## config.mk

```make
export PLATFORM = sky130hd
export DESIGN_NAME = gbc_video_memory_arbiter_flat
export DESIGN_NICKNAME = d
export VERILOG_FILES = /design/src/rtl/gbc_video_memory_arbiter_if.sv /design/src/rtl/gbc_video_memory_arbiter.sv /design/src/flat_wrapper.sv
export SDC_FILE = /design/constraint.sdc
export NUM_CORES = 2
export LEC_CHECK = 0
export CAP_MARGIN = 0
export CELL_PAD_IN_SITES_DETAIL_PLACEMENT = 2
export CELL_PAD_IN_SITES_GLOBAL_PLACEMENT = 2
export CORE_MARGIN = 10
export CORE_UTILIZATION = 49
export CTS_CLUSTER_DIAMETER = 80
export DETAILED_ROUTE_END_ITERATION = 8
export PLACE_DENSITY = 0.78
export SLEW_MARGIN = 0
export SYNTH_ARGS = -nofsm -noshare
export SYNTH_HDL_FRONTEND = slang
export SYNTH_SLANG_ARGS = --single-unit
```

## constraint.sdc

```tcl
create_clock -name Clk -period 3.75 [get_ports Clk]
set_input_delay 0.9375 -clock Clk [delete_from_list [all_inputs] [get_ports Clk]]
set_output_delay 0.9375 -clock Clk [all_outputs]
set_load 0.005 [all_outputs]
```

## src/rtl/gbc_video_memory_arbiter_if.sv

```systemverilog
// gbc_video_memory_arbiter_if: CPU, PPU, VRAM and OAM-DMA buses around the video memory arbiter
interface gbc_video_memory_arbiter_if #(parameter int VRAM_BANKS = 2);
  localparam int AW = 13 + ((VRAM_BANKS == 2) ? 1 : 0);
  logic [1:0] Mode;
  logic VramBank;
  logic CpuAccess;
  logic CpuWrite;
  logic [15:0] CpuAddress;
  logic [7:0] CpuWData;
  logic [7:0] CpuRData;
  logic CpuDataReady;
  logic PpuAccess;
  logic [13:0] PpuAddress;
  logic [7:0] PpuOamAddress;
  logic [7:0] PpuOamRData;
  logic VramAccess;
  logic VramWrite;
  logic [7:0] VramWData;
  logic [AW-1:0] VramAddress;
  logic [7:0] VramRData;
  logic DmaStart;
  logic [7:0] DmaSource;
  logic DmaActive;
  logic DmaAccess;
  logic [15:0] DmaAddress;
  logic [7:0] DmaRData;
  modport slave (
    input Mode, VramBank, CpuAccess, CpuWrite, CpuAddress, CpuWData,
          PpuAccess, PpuAddress, PpuOamAddress, VramRData, DmaStart, DmaSource, DmaRData,
    output CpuRData, CpuDataReady, PpuOamRData, VramAccess, VramWrite, VramWData, VramAddress,
           DmaActive, DmaAccess, DmaAddress
  );
  modport master (
    output Mode, VramBank, CpuAccess, CpuWrite, CpuAddress, CpuWData,
           PpuAccess, PpuAddress, PpuOamAddress, VramRData, DmaStart, DmaSource, DmaRData,
    input CpuRData, CpuDataReady, PpuOamRData, VramAccess, VramWrite, VramWData, VramAddress,
          DmaActive, DmaAccess, DmaAddress
  );
endinterface

```

## src/rtl/gbc_video_memory_arbiter.sv

```systemverilog
// gbc_video_memory_arbiter: VRAM/OAM arbitration between CPU, PPU and OAM DMA with a fixed one-cycle CPU completion
module gbc_video_memory_arbiter #(
  parameter int VRAM_BANKS = 2,
  parameter int OAM_BYTES = 160
) (
  input logic Clk,
  input logic nReset,
  input logic ClkEn,
  gbc_video_memory_arbiter_if.slave bus
);
  localparam int AW = 13 + ((VRAM_BANKS == 2) ? 1 : 0);
  typedef enum logic [1:0] {IDLE, REQ, WAIT} dma_state_t;
  dma_state_t state;
  logic [7:0] oam [OAM_BYTES];
  logic [7:0] dma_src, dma_idx, cpu_rdata_q, oam_rdata_q, cpu_oam_idx;
  logic cpu_ready_q, vram_pend_q, dma_active_q, dma_access_q;
  logic ppu_owns, vram_hit, oam_hit, cpu_vram_ok, cpu_oam_ok, cpu_oam_wr, dma_wr, dma_last;
  logic [AW-1:0] cpu_vaddr;
  assign ppu_owns = bus.Mode == 2'd3;
  assign vram_hit = bus.CpuAddress[15:13] == 3'b100;
  assign oam_hit = bus.CpuAddress[15:8] == 8'hFE && {1'b0, bus.CpuAddress[7:0]} < 9'(OAM_BYTES);
  assign cpu_vram_ok = bus.CpuAccess && vram_hit && !ppu_owns;
  assign cpu_oam_ok = bus.CpuAccess && oam_hit && !bus.Mode[1] && !dma_active_q;
  assign cpu_oam_idx = bus.CpuAddress[7:0];
  assign cpu_oam_wr = ClkEn && nReset && cpu_oam_ok && bus.CpuWrite;
  assign dma_wr = ClkEn && state == WAIT && !bus.DmaStart;
  assign dma_last = dma_idx == 8'(OAM_BYTES - 1);
  assign cpu_vaddr = AW'({bus.VramBank && VRAM_BANKS == 2, bus.CpuAddress[12:0]});
  assign bus.VramAccess = ppu_owns ? bus.PpuAccess : bus.CpuAccess && vram_hit;
  assign bus.VramWrite = cpu_vram_ok && bus.CpuWrite;
  assign bus.VramWData = bus.CpuWData;
  assign bus.VramAddress = ppu_owns ? AW'(bus.PpuAddress) : cpu_vaddr;
  // VRAM reads return straight from the synchronous RAM so they still complete one cycle later
  assign bus.CpuRData = vram_pend_q ? bus.VramRData : cpu_rdata_q;
  assign bus.CpuDataReady = cpu_ready_q;
  assign bus.PpuOamRData = oam_rdata_q;
  assign bus.DmaActive = dma_active_q;
  assign bus.DmaAccess = dma_access_q;
  assign bus.DmaAddress = {dma_src, dma_idx};
  always_ff @(posedge Clk) begin
    if (dma_wr) oam[dma_idx] <= bus.DmaRData;
    else if (cpu_oam_wr) oam[cpu_oam_idx] <= bus.CpuWData;
  end
  always_ff @(posedge Clk or negedge nReset) begin
    if (!nReset) begin
      cpu_ready_q <= 1'b0;
      vram_pend_q <= 1'b0;
      cpu_rdata_q <= 8'hFF;
      oam_rdata_q <= 8'hFF;
    end else if (ClkEn) begin
      cpu_ready_q <= bus.CpuAccess;
      vram_pend_q <= cpu_vram_ok && !bus.CpuWrite;
      cpu_rdata_q <= cpu_oam_ok && !bus.CpuWrite ? oam[cpu_oam_idx] : 8'hFF;
      oam_rdata_q <= {1'b0, bus.PpuOamAddress} < 9'(OAM_BYTES) ? oam[bus.PpuOamAddress] : 8'hFF;
    end
  end
  // A new DmaStart always restarts from byte 0 and suppresses the pending OAM write
  always_ff @(posedge Clk or negedge nReset) begin
    if (!nReset) begin
      state <= IDLE;
      dma_idx <= 8'd0;
      dma_src <= 8'd0;
      dma_active_q <= 1'b0;
      dma_access_q <= 1'b0;
    end else if (ClkEn) begin
      if (bus.DmaStart) begin
        state <= REQ;
        dma_src <= bus.DmaSource;
        dma_idx <= 8'd0;
        dma_active_q <= 1'b1;
        dma_access_q <= 1'b1;
      end else if (state == REQ) begin
        state <= WAIT;
        dma_access_q <= 1'b0;
      end else if (state == WAIT) begin
        state <= dma_last ? IDLE : REQ;
        dma_active_q <= !dma_last;
        dma_access_q <= !dma_last;
        dma_idx <= dma_last ? dma_idx : dma_idx + 8'd1;
      end
    end
  end
endmodule

```

## src/flat_wrapper.sv

```systemverilog
// flat-port wrapper written by rule: the top's interface ports become plain ports
module gbc_video_memory_arbiter_flat 
#(
  parameter int VRAM_BANKS = 2,
  parameter int OAM_BYTES = 160
)
  (Clk, nReset, ClkEn, bus_Mode, bus_VramBank, bus_CpuAccess, bus_CpuWrite, bus_CpuAddress, bus_CpuWData, bus_PpuAccess, bus_PpuAddress, bus_PpuOamAddress, bus_VramRData, bus_DmaStart, bus_DmaSource, bus_DmaRData, bus_CpuRData, bus_CpuDataReady, bus_PpuOamRData, bus_VramAccess, bus_VramWrite, bus_VramWData, bus_VramAddress, bus_DmaActive, bus_DmaAccess, bus_DmaAddress);
  gbc_video_memory_arbiter_if #(.VRAM_BANKS(VRAM_BANKS)) bus_i ();
  input logic Clk;
  input logic nReset;
  input logic ClkEn;
  input wire logic [$bits(bus_i.Mode)-1:0] bus_Mode;
  input wire logic [$bits(bus_i.VramBank)-1:0] bus_VramBank;
  input wire logic [$bits(bus_i.CpuAccess)-1:0] bus_CpuAccess;
  input wire logic [$bits(bus_i.CpuWrite)-1:0] bus_CpuWrite;
  input wire logic [$bits(bus_i.CpuAddress)-1:0] bus_CpuAddress;
  input wire logic [$bits(bus_i.CpuWData)-1:0] bus_CpuWData;
  input wire logic [$bits(bus_i.PpuAccess)-1:0] bus_PpuAccess;
  input wire logic [$bits(bus_i.PpuAddress)-1:0] bus_PpuAddress;
  input wire logic [$bits(bus_i.PpuOamAddress)-1:0] bus_PpuOamAddress;
  input wire logic [$bits(bus_i.VramRData)-1:0] bus_VramRData;
  input wire logic [$bits(bus_i.DmaStart)-1:0] bus_DmaStart;
  input wire logic [$bits(bus_i.DmaSource)-1:0] bus_DmaSource;
  input wire logic [$bits(bus_i.DmaRData)-1:0] bus_DmaRData;
  output wire logic [$bits(bus_i.CpuRData)-1:0] bus_CpuRData;
  output wire logic [$bits(bus_i.CpuDataReady)-1:0] bus_CpuDataReady;
  output wire logic [$bits(bus_i.PpuOamRData)-1:0] bus_PpuOamRData;
  output wire logic [$bits(bus_i.VramAccess)-1:0] bus_VramAccess;
  output wire logic [$bits(bus_i.VramWrite)-1:0] bus_VramWrite;
  output wire logic [$bits(bus_i.VramWData)-1:0] bus_VramWData;
  output wire logic [$bits(bus_i.VramAddress)-1:0] bus_VramAddress;
  output wire logic [$bits(bus_i.DmaActive)-1:0] bus_DmaActive;
  output wire logic [$bits(bus_i.DmaAccess)-1:0] bus_DmaAccess;
  output wire logic [$bits(bus_i.DmaAddress)-1:0] bus_DmaAddress;
  assign bus_i.Mode = bus_Mode;
  assign bus_i.VramBank = bus_VramBank;
  assign bus_i.CpuAccess = bus_CpuAccess;
  assign bus_i.CpuWrite = bus_CpuWrite;
  assign bus_i.CpuAddress = bus_CpuAddress;
  assign bus_i.CpuWData = bus_CpuWData;
  assign bus_i.PpuAccess = bus_PpuAccess;
  assign bus_i.PpuAddress = bus_PpuAddress;
  assign bus_i.PpuOamAddress = bus_PpuOamAddress;
  assign bus_i.VramRData = bus_VramRData;
  assign bus_i.DmaStart = bus_DmaStart;
  assign bus_i.DmaSource = bus_DmaSource;
  assign bus_i.DmaRData = bus_DmaRData;
  assign bus_CpuRData = bus_i.CpuRData;
  assign bus_CpuDataReady = bus_i.CpuDataReady;
  assign bus_PpuOamRData = bus_i.PpuOamRData;
  assign bus_VramAccess = bus_i.VramAccess;
  assign bus_VramWrite = bus_i.VramWrite;
  assign bus_VramWData = bus_i.VramWData;
  assign bus_VramAddress = bus_i.VramAddress;
  assign bus_DmaActive = bus_i.DmaActive;
  assign bus_DmaAccess = bus_i.DmaAccess;
  assign bus_DmaAddress = bus_i.DmaAddress;
  gbc_video_memory_arbiter #(.VRAM_BANKS(VRAM_BANKS), .OAM_BYTES(OAM_BYTES)) u_core (.Clk(Clk), .nReset(nReset), .ClkEn(ClkEn), .bus(bus_i));
endmodule
```

======== Word-level counts from Yosys, hierarchy flattened ========
Memory sizes are Yosys's and may differ from the RTL's.
Index checks and enable logic that the tools add are counted.
word-level totals
  bits in registers ....................... 38
  memory bits (writable) .................. 1,280
  output and inout bits ................... 59
  memories ................................ 1
memory list
  memory      words  width  read ports  clocked after Yosys merged registers in  wr ports  RTL line                        source
  u_core.oam  160    8      2           0                                        1         gbc_video_memory_arbiter.sv:14  logic [7:0] oam [OAM_BYTES];
cells by class
  $add $sub $neg .......................... 1
  magnitude comparators ................... 2
  equal/unequal tests ..................... 8
  mux-type cells .......................... 26
  reductions and logical operators ........ 27
operators by type and width
  operator                                             count
  two-way mux 8 bit                                    9
  equality test 8 bit, second input constant           2
  less-than comparator 8 bit, second input constant    2
  logical AND 1 bit                                    14
  two-way mux 14 bit                                   1
  two-way mux 1 bit                                    13
  adder 8 x 1 -> 8 bit, second input constant          1
  OR reduction 8 bit                                   1
  logical NOT 1 bit                                    6
  two-way mux 2 bit                                    3
  equality test 2 bit, second input constant           2
  inequality test 2 bit, second input constant         2
  AND reduction 2 bit                                  2
  AND reduction 4 bit                                  1
  equality test 3 bit, second input constant           1
  AND reduction 3 bit                                  1
  nonzero test 3 bit                                   1
  equality test 2 x 1 -> 1 bit, second input constant  1
  nonzero test 2 bit                                   1

======== Longest topological paths before layout ========
  depth after elaboration ................. 12
  gate-level depth with buffers ........... 12
  depth with buffers taken out ............ 7

======== Worst setup path before layout ========
Ideal clock, no wire load.
  path kind ............................... in2reg
  start ................................... input port bus_Mode[1]
  end ..................................... memory u_core.oam[0][0] (data pin)
  setup time .............................. 0.422 ns
  arrival ................................. 3.321 ns
  slack ................................... 0.007 ns
  stages .................................. 6
  path buffers ............................ 2
  path through ............................ nand4bb_1 > nor3_2 > nand3b_2 > buf_4 > buf_2 > mux2_2
between the ends
  longest elaborated chain between the ends .. 10
ends and longest elaborated chain
  element                                  RTL line                        source
  from (decl)                              flat_wrapper.sv:12              input wire logic [$bits(bus_i.Mode)-1:0] bus_Mode;
  logical NOT 1 bit                        gbc_video_memory_arbiter.sv:23  assign cpu_oam_ok = bus.CpuAccess && oam_hit && !bus.Mode[1] && !dma_active_q;
  logical AND 1 bit (2 in series)          gbc_video_memory_arbiter.sv:23
  logical AND 1 bit (2 in series)          gbc_video_memory_arbiter.sv:25  assign cpu_oam_wr = ClkEn && nReset && cpu_oam_ok && bus.CpuWrite;
  two-way mux 1 bit                        gbc_video_memory_arbiter.sv:42  else if (cpu_oam_wr) oam[cpu_oam_idx] <= bus.CpuWData;
  two-way mux 1 bit                        gbc_video_memory_arbiter.sv:41  if (dma_wr) oam[dma_idx] <= bus.DmaRData;
  two-way mux 1 bit (implied by the code)  gbc_video_memory_arbiter.sv:42
  OR reduction 8 bit (no line)             -
  two-way mux 8 bit (no line)              -
  to (decl)                                gbc_video_memory_arbiter.sv:14
Every way passes these cells.

======== Worst setup path after layout ========
  start ................................... input port bus_CpuAddress[0]
  end ..................................... output port bus_VramAddress[0]
between the ends
  longest elaborated chain between the ends .. 1
ends and longest elaborated chain
  element             RTL line                        source
  from (decl)         flat_wrapper.sv:16              input wire logic [$bits(bus_i.CpuAddress)-1:0] bus_CpuAddress;
  two-way mux 14 bit  gbc_video_memory_arbiter.sv:32  assign bus.VramAddress = ppu_owns ? AW'(bus.PpuAddress) : cpu_vaddr;
  to (decl)           flat_wrapper.sv:31              output wire logic [$bits(bus_i.VramAddress)-1:0] bus_VramAddress;
Every way passes these cells.

==> impl_metrics.ini <==
[floorplanning]
chip_width_um = 377.6
core.rowCount = 131
top_level_ports = 139
initial_utilization_pct = 49.21
floorplan.die_area_mm2 = 0.1426
core_region_area_mm2 = 0.1274
die_h_um = 377.6

[synth]
ys_top_cells_by_count = edfxtp_1 (1280), mux4_2 (614), nor2_1 (176)
yosysTopAreaCell = edfxtp_1
top_area_cells_in_the_synthesized_netlist = edfxtp_1 (61%), mux4_2 (22%), mux2i_1 (2.3%)
yosys_most_used_dff = edfxtp_1
synth_nets = 3453
synth-async-reset-ratio_pct = 2.809
count_of_flip_flops_with_a_built_in_enable_after_synthesis = 1280
synth.avg_cell_area_um2 = 18.59
yosys_warnings = 0
synth_cell_type_count = 83
netlist.area_leader.share_pct = 61.33
post_synth_inst_count = 3372
synthesis.area_mm2 = 0.06267
synth_seq_area_share_pct = 62.84
yosys_register_bits = 1317
synthMostInstantiatedCell = edfxtp_1

[timing]
finalHoldViolCount = 0
maxClockFrequency_mhz = 271.0
rsz_0062_raised_after_global_routing = no
post-route-period-util_pct = 98.39
timing.hold.ws_ps = 333.7
period_minus_slack_ps = 3690
relSlewSlack_pct = 20.47
finalMaxSlewViolations = 0
report.final.setup_viol = 0
skew_ps = 30.39
tightestPinTransition_ps = 1163

[cts]
cts_max_path_buffers = 3
cell_chosen_for_the_clock_root = clkbuf_16
cts-htree-levels = 4
path_clk_slew_ps = 70
cts_made_buffers = 146
clock_latency_ps = 810
tritoncts_clock_tree = yes
cts.hold.buffers_added = 0
clock-sinks = 1317

[grt]
first_global_vias = 45580
maximum_number_of_pins_on_one_net_before_global_route_repair = 89
grt-ovfl-total = 0
grt_pass1_wl_um = 393000
track_usage_pct = 39.54
antenna_found_initial = 24

[route]
post_route_drc_violation_count = 0
dr_total_vias = 44773
detail_route.wirelength_um = 283600
via_count_normalized_by_instance_count = 7.774
dr.first_iter.drc_count = 8283
wl_per_cell_um = 49.24
detailedRoute.firstPassIterationCount = 6
postRouteAntennaNets = 0

[worst_setup_path]
critical_path_peak_fanout = 29
r2r_slack_ps = 380
criticalPathCategory = in -> out
worst-endpoint-required_ps = 2810
setup.worst_path.end_class = output pin
r2r_cells = 9
worst_setup_path_start_kind = primary input
worst_path_arrival_time_ps = 2750

[pwr]
power_frac_seq_pct = 46.9
internal_power_w = 0.02591
netSwitchingFraction_pct = 25.09
irDropWorstVdd_v = 0.0005174
power.clock.fraction_pct = 43.0
power.switching_w = 0.008677
p_comb_share_pct = 10.1
leakage_nw = 24.81
power_density_mw_per_mm2 = 460.6

[job]
timing.max_cap.violations = 0

[final_layout]
flow.area_growth_from_synthesis_pct = 19.82
nets = 4054
fillerInstances = 10251
share_of_the_core_filled_with_cells_pct = 58.96
sequential_cell_area_mm2 = 0.03938
multi_input_combinational_cell_area_mm2 = 0.02199
final_layout_size_suffix_gt1_share_pct = 38.81

[place]
place_hpwl_um = 190200
gp_congestion = 0.9763
io_buffer_count = 138

[worst_hold_path]
worstHoldPathType = in -> async

[run_status]
outcome = completed
[layout make-up]
| class | count | area share, % |
|---|---|---|
| flip-flops and latches | 1317 | 52.45 |
| multi-input cells | 1754 | 29.28 |
| repair buffers | 739 | 9.101 |
| clock buffers | 189 | 5.274 |
| well taps | 1662 | 2.769 |
| clock inverters | 78 | 1.040 |
| inverters | 15 | 0.07664 |
| diodes | 5 | 0.01666 |
[repair_timing]
item | in CTS | in global routing
gates resized for setup | 0 | 1
buffers inserted | 0 | 0
setup endpoints to repair | 0 | 2
[power by group through the flow]
stage	clock network (W)	registers, W	logic [W]
2_1_floorplan	0	0.0165	0.00164
3_3_place_gp	0	0.0165	0.00318
3_5_place_dp	0	0.0165	0.00332
4_1_cts	0.0149	0.0162	0.00339
5_1_grt	0.0154	0.0162	0.00353
6_report	0.0149	0.0162	0.00350
[critical path, cell delays in order]
cell and delay, ps:
buf_8 360, buf_12 340, buf_4 320, mux2_2 210, clkdlybuf4s50_1 510
[cells in the final DEF (no fill, tap or decap), types with 18 or more instances in the layout]
master and instances:
o21ai_0 28, buf_4 525, dfrtp_1 21, o221ai_1 29, clkdlybuf4s50_1 125, nand3_1 33, a21oi_1 65, nor2b_1 24
mux2i_1 141, mux2_2 71, o22ai_1 27, nor3_1 47, edfxtp_1 1280, nor4_2 32, a211oi_1 21, buf_12 77
clkbuf_1 33, mux4_2 614, nand2_1 81, a22oi_1 89, clkbuf_16 150, nand2b_1 21, clkinv_2 26, a31oi_1 18
clkinv_1 27, a221oi_1 25, nor2_1 174
[routing by layer]
| metal | GRT usage (%) | share of wire (%) | wire length, um |
|---|---|---|---|
| met5 | 0 | 0.050 | 141 |
| met4 | 21.54 | 6.6 | 18820 |
| met3 | 11.31 | 14 | 38290 |
| met2 | 60.12 | 45 | 128500 |
| met1 | 51.40 | 34 | 97810 |
[worst paths after layout]
kind | startpoint | end
setup reg to reg | u_core.bus.DmaActive | u_core.oam[97][1]
setup / recovery | bus_CpuAddress[0] | bus_VramAddress[0]
min in group Clk | u_core.dma_src[7] | u_core.dma_src[7]
hold / removal | nReset | u_core.dma_src[6]
max in group asynchronous | nReset | u_core.dma_idx[5]
hold reg to reg | u_core.dma_src[7] | u_core.dma_src[7]
[registers in the layout, summed over array words and instances, names as in the netlist]
name / cells
u_core.bus.CpuDataReady: 1
u_core.dma_idx: 8
u_core.state: 2
u_core.dma_src: 8
u_core.cpu_rdata_q: 8
u_core.bus.DmaActive: 1
u_core.bus.PpuOamRData: 8
u_core.oam: 1280
u_core.vram_pend_q: 1
[logic make-up after synthesis]
logic type / after synthesis / synth area share [%]
fa+ha+maj: 1 / 0.01996
simple gates: 505 / 3.949
buf+inv: 301 / 2.617
compound gates: 402 / 4.622
flops: 1317 / 62.84
xor+xnor: 5 / 0.06989
mux: 841 / 25.88
[metrics by stage]
stage / instance area, um^2 / setup slack [ps] / cells / total power (W) / setup TNS (ps)
after floorplan: 62670 / 7.083 / 3372 / 0.01816 / 0
after global placement: 70340 / -296.5 / 5487 / 0.01972 / -91130
after detailed placement: 70340 / -408.4 / 5487 / 0.01986 / -231650
after CTS: 75080 / 9.075 / 5754 / 0.03452 / 0
after global routing: 75080 / 0.4272 / 5754 / 0.03518 / 0
final: 75090 / 60.29 / 5759 / 0.03459 / 0
Note: power is estimated with default switching activity, not from simulation.
